--- src/rtl/regfile_mp_bypass_pkg.sv ---
// Shared types and constants for the multi-port integer register file.
// Module-level widths are derived from the instance parameters via reg_idx_w().
package riscv_rf_pkg;

  localparam int XLEN_DEF  = 32;
  localparam int NREGS_DEF = 32;
  localparam int REG_IDX_W = $clog2(NREGS_DEF);
  localparam int REG_ZERO  = 0;

  typedef logic [REG_IDX_W-1:0] reg_idx_t;
  typedef logic [XLEN_DEF-1:0]  xlen_t;

  typedef enum logic {
    RF_CLEAR = 1'b0,
    RF_RUN   = 1'b1
  } rf_state_t;

  function automatic int reg_idx_w(input int nregs);
    return (nregs < 2) ? 1 : $clog2(nregs);
  endfunction

endpackage

--- src/rtl/regfile_wport_arb.sv ---
// Resolves the enabled write ports into at most one winner per register.
// The highest-index port targeting a register wins; x0 writes never win.
module regfile_wport_arb
  import riscv_rf_pkg::*;
#(
  parameter int NWRITE = 1,
  parameter int IW     = 5
) (
  input  logic [NWRITE-1:0]    en,
  input  logic [NWRITE*IW-1:0] sel,
  output logic [NWRITE-1:0]    win,
  output logic                 collision
);

  always_comb begin
    win       = '0;
    collision = 1'b0;
    for (int j = 0; j < NWRITE; j++) begin
      win[j] = en[j] && (sel[j*IW +: IW] != IW'(REG_ZERO));
      // A later port on the same register overrides this one.
      for (int k = j + 1; k < NWRITE; k++) begin
        if (en[k] && (sel[k*IW +: IW] == sel[j*IW +: IW])) begin
          if (win[j]) collision = 1'b1;
          win[j] = 1'b0;
        end
      end
    end
  end

endmodule

--- src/rtl/regfile_mp_bypass.sv ---
// Multi-port register file with write-to-read bypass, x0 hardwired to zero,
// and a post-reset sequencer that clears one register per cycle.
module regfile_mp_bypass
  import riscv_rf_pkg::*;
#(
  parameter int XLEN   = 32,
  parameter int NREGS  = 32,
  parameter int NREAD  = 2,
  parameter int NWRITE = 1,
  parameter int BYPASS = 1
) (
  input  logic                                 clk,
  input  logic                                 rst,
  input  logic [NREAD*reg_idx_w(NREGS)-1:0]    readRegSel,
  output logic [NREAD*XLEN-1:0]                readData,
  input  logic [NWRITE*reg_idx_w(NREGS)-1:0]   writeRegSel,
  input  logic [NWRITE*XLEN-1:0]               writeData,
  input  logic [NWRITE-1:0]                    writeEn,
  output logic                                 ready,
  output logic                                 err,
  output logic                                 dbg_state
);

  localparam int IW = reg_idx_w(NREGS);

  rf_state_t         state, state_next;
  logic [IW-1:0]     clr_idx, clr_idx_next;
  logic              clear_we;
  logic [XLEN-1:0]   regs [NREGS];
  logic [NWRITE-1:0] wen_gated;
  logic [NWRITE-1:0] win;
  logic              collision;

  // ready is a level, not a per-write handshake: every writeEn sampled on an
  // edge with ready high is committed, and nothing is acknowledged per write.
  assign ready     = (state == RF_RUN);
  assign dbg_state = (state == RF_RUN);
  assign wen_gated = ready ? writeEn : '0;

  regfile_wport_arb #(
    .NWRITE (NWRITE),
    .IW     (IW)
  ) u_arb (
    .en        (wen_gated),
    .sel       (writeRegSel),
    .win       (win),
    .collision (collision)
  );

  always_ff @(posedge clk) begin
    if (rst) begin
      state   <= RF_CLEAR;
      clr_idx <= IW'(1);
      err     <= 1'b0;
    end else begin
      state   <= state_next;
      clr_idx <= clr_idx_next;
      err     <= collision;
    end
  end

  always_comb begin
    state_next   = state;
    clr_idx_next = clr_idx;
    clear_we     = 1'b0;
    case (state)
      RF_CLEAR: begin
        clear_we     = 1'b1;
        clr_idx_next = clr_idx + 1'b1;
        if (clr_idx == IW'(NREGS - 1)) state_next = RF_RUN;
      end
      RF_RUN:  state_next = RF_RUN;
      default: state_next = RF_CLEAR;
    endcase
  end

  // Storage carries no reset so it can map onto plain flop or latch banks.
  always_ff @(posedge clk) begin
    if (!rst) begin
      if (clear_we) regs[clr_idx] <= '0;
      for (int j = 0; j < NWRITE; j++) begin
        if (win[j]) regs[writeRegSel[j*IW +: IW]] <= writeData[j*XLEN +: XLEN];
      end
    end
  end

  always_comb begin
    logic [IW-1:0] rsel;
    readData = '0;
    for (int i = 0; i < NREAD; i++) begin
      rsel = readRegSel[i*IW +: IW];
      if (ready && (rsel != IW'(REG_ZERO))) begin
        readData[i*XLEN +: XLEN] = regs[rsel];
        if (BYPASS != 0) begin
          for (int j = 0; j < NWRITE; j++) begin
            if (win[j] && (writeRegSel[j*IW +: IW] == rsel))
              readData[i*XLEN +: XLEN] = writeData[j*XLEN +: XLEN];
          end
        end
      end
    end
  end

endmodule

--- config.mk ---
export PLATFORM = sky130hd
export DESIGN_NAME = regfile_mp_bypass
export DESIGN_NICKNAME = d
export VERILOG_FILES = /design/src/rtl/regfile_mp_bypass_pkg.sv /design/src/rtl/regfile_wport_arb.sv /design/src/rtl/regfile_mp_bypass.sv
export SDC_FILE = /design/constraint.sdc
export NUM_CORES = 1
export LEC_CHECK = 0
export CAP_MARGIN = 40
export CORE_MARGIN = 4
export CORE_UTILIZATION = 30
export DETAILED_ROUTE_END_ITERATION = 10
export SLEW_MARGIN = 5
export SYNTH_ARGS = -nofsm -noshare
export SYNTH_HDL_FRONTEND = slang
export SYNTH_SLANG_ARGS = --single-unit
--- constraint.sdc ---
create_clock -name clk -period 11.06 [get_ports clk]
set_input_delay 3.318 -clock clk [delete_from_list [all_inputs] [get_ports clk]]
set_output_delay 3.318 -clock clk [all_outputs]
set_load 0.05 [all_outputs]
==> results of run 1 <==
layer usage:
metal / routed length (um) / GRT usage
met5: 0 / 0
met4: 9000 / 0.0973
met3: 13500 / 0.0265
met2: 81600 / 0.325
met1: 60700 / 0.238
where the power goes:
group,leakage (nW),switching [mW],internal (mW)
combinational,6.96,0.392,0.255
sequential,8.25,0.0175,4.27
clock,1.71,1.54,2.18
total,16.9,1.95,6.70
cells in the mapped netlist, types with 32 or more instances:
| cell type | instances |
|---|---|
| nor2b_1 | 36 |
| nand2_1 | 58 |
| buf_2 | 88 |
| o21bai_1 | 32 |
| a211oi_1 | 39 |
| and2_1 | 34 |
| nor2_1 | 56 |
| edfxtp_1 | 1024 |
| mux2i_1 | 256 |
| a221oi_1 | 73 |
| a221o_1 | 32 |
| clkbuf_1 | 105 |
| a22oi_1 | 72 |
| mux4_2 | 404 |
| a21oi_1 | 79 |
state kept, by name, summed over array words and instances (netlist names):
register	flops
regs	1024
clr_idx	5
dbg_state	1
area by class of cell:
| type | instances | area [um^2] |
|---|---|---|
| fill | 14735 | 103000 |
| sequential | 1030 | 30900 |
| multi-input combinational | 1374 | 16900 |
| timing repair buffer | 287 | 3390 |
| tap | 2160 | 2700 |
| clock buffer | 115 | 2620 |
| clock inverter | 73 | 918 |
| inverter | 5 | 18.8 |
| antenna | 1 | 2.50 |
per-stage QoR:
step | util | hold WS, ns | worst slack, ns | instance area (um^2) | power, mW
detailed placement | 0.336 | 0.577 | 0.699 | 53900 | 5.02
finish | 0.358 | 0.590 | 0.729 | 57500 | 8.65
CTS | 0.358 | 0.594 | 0.699 | 57500 | 8.69
global placement | 0.330 | 0.568 | 0.718 | 53000 | 5.01
floorplan | - | 0.529 | 1.85 | 48500 | 4.76
global route | 0.358 | 0.644 | 0.704 | 57500 | 8.88
worst paths after layout:
| path | to | slack [ns] | startpoint | cells past startpoint |
|---|---|---|---|---|
| worst min-delay path | clr_idx[0] | 0.59 | clr_idx[0] | 2 |
| worst min register to register | clr_idx[0] | 0.59 | clr_idx[0] | 2 |
| worst max register to register | regs[15][15] | 7.15 | dbg_state | 6 |
| worst max-delay path | readData[58] | 0.73 | writeRegSel[4] | 8 |
logic make-up after synthesis:
| kind of cell | count (synthesis) |
|---|---|
| xor+xnor | 12 |
| compound gates | 449 |
| flops | 1030 |
| other cells | 1 |
| fa+ha+maj | 2 |
| simple gates | 240 |
| mux | 670 |
| buf+inv | 229 |
critical path: cells and delay by family:
kind / cells / cell delay (ns)
and+or+nand+nor: 1 / 0.62
buffers and inverters: 3 / 1.80
AOI/OAI and AO/OA: 4 / 1.25
==> impl_metrics.ini, run 1 <==
[grt]
grt_max_degree = 96
gr-total-overflow = 0
groute.usage.overall = 0.191
grt_pass1_wl_um = 229000
grt_pass1_vias = 29547
antenna_found_initial = 3

[sta]
slew_headroom = 0.311
rsz0062_at_grt = no
fin_crit_ns = 10.33
hold_viol = 0
tightest_slew_ns = 1.01
finalSetupViolations = 0
slew_violations = 0
period_share = 0.934
setup_tns_ns = 0
max_freq_mhz = 96.8
fin_skew_ns = 0.0179

[logic_synthesis]
synth-xor-area-share = 0.00217
synth_top_cell_area_share = 0.634
postSynth.asyncResetShare = 0
synth_compound_area_frac = 0.0713
synth_top_family_by_area = multiplexers
yosysTopAreaCell = edfxtp_1
synth_flop_cell = edfxtp_1
syn-cell-area_um2 = 48500
synthTopCellsByArea = edfxtp_1 (63%), mux4_2 (19%), mux2i_1 (5.3%), a221oi_1 (1.3%), a22oi_1 (1.1%)
yosys.area_share.simple = 0.0252
syn_avg_cell_area_um2 = 18.4
synthAdderAreaFrac = 0.000516
synthCells = 2633
synthMuxAreaShare = 0.243
synth_edf_count = 1024
yosysWarnings = 0
synth_seq_cells = 1030
ys_types = 55
synth_nets = 2685
ys_seq_area_frac = 0.636

[critical_path]
critPathKind = in2out
path_cells = clkdlybuf4s50_1 > or4_4 > o21ai_4 > o311ai_4 > buf_4 > a21oi_1 > a221o_1 > clkdlybuf4s50_1
end_kind = output port
required_ns = 7.74
cp_slowest_cell = clkdlybuf4s50_1
arrival_ns = 7.01
path_max_fanout = 27
crit_top_cell = clkdlybuf4s50_1
slowest_delay_ns = 0.81
cp-start-kind = primary input

[placed_design]
dp_hpwl_um = 102000
gp_congestion = 0.814
numPortBuffers = 115
dp_cells = 4856

[detailed_routing]
drcViolationCount = 0
drt-pass1-iter-count = 6
wl_per_cell_um = 32.7
num_vias = 29534
wirelength_um = 165000
ant_nets = 0
via_per_inst = 5.85
drt_iter0_drc = 3997

[layout]
nets = 2852
area_delta_synth_final_pct = 18.4
drive_above_1_share = 0.291
mostFrequentLayoutCells = edfxtp_1 (1024), mux4_2 (404), mux2i_1 (256)
fin_cells = 5045
layout_commonest_cell = edfxtp_1

[clock_network]
cts_hold_buf = 0
clk_pin_slew_ns = 0.06
clock-sinks = 1030
post_cts_buffers = 0
cts_tree = built
htreeDepth = 3
clk_latency_ns = 0.70
clock_path_buffers = 3
cts_root_buf = clkbuf_16
cts_resized = 0
numCtsBuffers = 102

[floorplanning]
dieArea_um2 = 168000
fp.dieH_um = 410
rows = 147
initial_core_util = 0.302
ioPinCount = 117
core_um2 = 161000
chipWidth_um = 410

[worst_hold_path]
hp-class = reg2reg

[power]
p_per_area_nw_per_um2 = 151
leakagePower_nw = 16.9
peakVddDrop_v = 0.000114

[status]
status = finished, final reports clean

[run]
drv_cap = 0
No activity file was read; power rests on OpenSTA's default activity.
==> run 2, diff against run 1 <==
- CORE_MARGIN: 4 -> 10
- DONT_BUFFER_PORTS: unset -> 1
==> run 2 against run 1 <==
  * The run now ends with slew limit left
  * Highest routed layer unchanged
  * Maximum frequency increased by 4.9%
  * Die area increased by 5.9%
  * Clock power decreased by 8.9%
  * Cell count decreased by 3.5%
  * Count of clock-buffer cells in the layout increased by 2
  * Sequential power about the same
  * Worst setup slack improved by 0.49 ns
==> impl_metrics.ini, run 2 (synthesis results as in run 1) <==
[clock_network]
cts_resized = 0
clock_path_buffers = 3
htreeDepth = 3
numCtsBuffers = 96
clk_latency_ns = 0.71
clk_pin_slew_ns = 0.06
cts_hold_buf = 0
post_cts_buffers = 0
cts_tree = built
cts_root_buf = clkbuf_16
clock-sinks = 1030

[detailed_routing]
drt-pass1-iter-count = 5
via_per_inst = 5.90
drt_iter0_drc = 3589
wirelength_um = 162000
ant_nets = 0
drcViolationCount = 0
wl_per_cell_um = 33.3
num_vias = 28751

[power]
leakagePower_nw = 15.9
switching_power_mw = 1.73
pwr-share-comb = 0.053
total_power_mw = 8.10
switching_share = 0.214
peakVddDrop_v = 0.000109
p_per_area_nw_per_um2 = 147
pwr-share-seq = 0.529
clockPowerShare = 0.418
internal_power_mw = 6.37

[status]
status = finished with violations
violations = slew limit

[sta]
finalSetupViolations = 0
period_share = 0.890
fin_crit_ns = 9.84
slew_headroom = -0.212
max_freq_mhz = 102
hold_viol = 0
slew_violations = 132
setup_tns_ns = 0
whs_ns = 0.590
rsz0062_at_grt = no
tightest_slew_ns = 1.82
fin_skew_ns = 0.0372

[layout]
nets = 2677
fin_cells = 4870
layout_commonest_cell = edfxtp_1
largest_reg_flops = 1024
final.fill_count = 14915
regMostFlops = regs
area_delta_synth_final_pct = 13.6
mostFrequentLayoutCells = edfxtp_1 (1024), mux4_2 (404), mux2i_1 (256)
drive_above_1_share = 0.275

[floorplanning]
chipWidth_um = 422
fp.dieH_um = 422
core_um2 = 161000
rows = 147
ioPinCount = 117
dieArea_um2 = 178000
initial_core_util = 0.302

[grt]
grt_pass1_vias = 28722
groute.usage.overall = 0.175
grt_pass1_wl_um = 226000
antenna_found_initial = 4
grt_max_degree = 291
gr-total-overflow = 0

[placed_design]
dp_cells = 4687
numPortBuffers = 0
gp_congestion = 0.814
dp_hpwl_um = 91600

[critical_path]
end_kind = output port
required_ns = 7.74
critPathKind = in2out
path_max_fanout = 258
cp-start-kind = primary input
arrival_ns = 6.53

[run]
drv_cap = 0

[worst_hold_path]
hp-class = reg2reg
-- run 2: changes by cell type in the layout (fill, tap and decap cells not counted), moves of 10 or more --
cell / delta
buf_4: -36
o31ai_2: +12
clkdlybuf4s50_1: -74
buf_12: -46
bufinv_16: -10
o31ai_1: -12
-- run 2: power by group through the flow --
stage | Sequential, mW | Clock, mW | Combinational [mW]
floorplan | 4.37 | 0 | 0.388
global placement | 4.37 | 0 | 0.416
detailed placement | 4.37 | 0 | 0.419
CTS | 4.29 | 3.42 | 0.421
global route | 4.29 | 3.56 | 0.441
finish | 4.29 | 3.38 | 0.430
-- run 2: final timing paths --
path,startpoint,endpoint,slack (ns),cells past startpoint
min reg2reg,clr_idx[4],clr_idx[4],0.59,2
max,readRegSel[0],readData[20],1.22,6
min,clr_idx[4],clr_idx[4],0.59,2
max reg2reg,dbg_state,regs[10][19],6.30,7
-- run 2: critical path, stage by stage --
cell	delay [ns]
and2_2	0.73
buf_4	0.34
a22o_1	0.34
a2111oi_0	0.68
o31ai_2	0.09
buf_4	0.22
-- run 2: stage by stage --
step	instance area (um^2)	util	setup WS (ns)
final	55100	0.343	1.22
after global routing	55100	0.343	1.62
after CTS	55100	0.343	1.77
after detailed placement	52000	0.324	1.78
after global placement	51100	0.318	1.77
after floorplan	48500	-	1.85
-- run 2: layer usage --
metal	GRT usage	vias up	routed length, um
met2	0.301	1664	81400
li1	-	11349	-
met4	0.104	0	10500
met1	0.206	15338	57800
met3	0.0270	400	12600
met5	0	-	0
-- run 2: area by class of cell --
class / count / area, um^2 / share of cell area
diodes: 7 / 17.5 / 0.000318
clock buffers: 117 / 2540 / 0.0461
clock inverters: 59 / 592 / 0.0107
inverters: 5 / 18.8 / 0.000341
multi-input cells: 1374 / 17000 / 0.308
flip-flops and latches: 1030 / 30900 / 0.560
well taps: 2160 / 2700 / 0.0490
repair buffers: 118 / 1380 / 0.0250
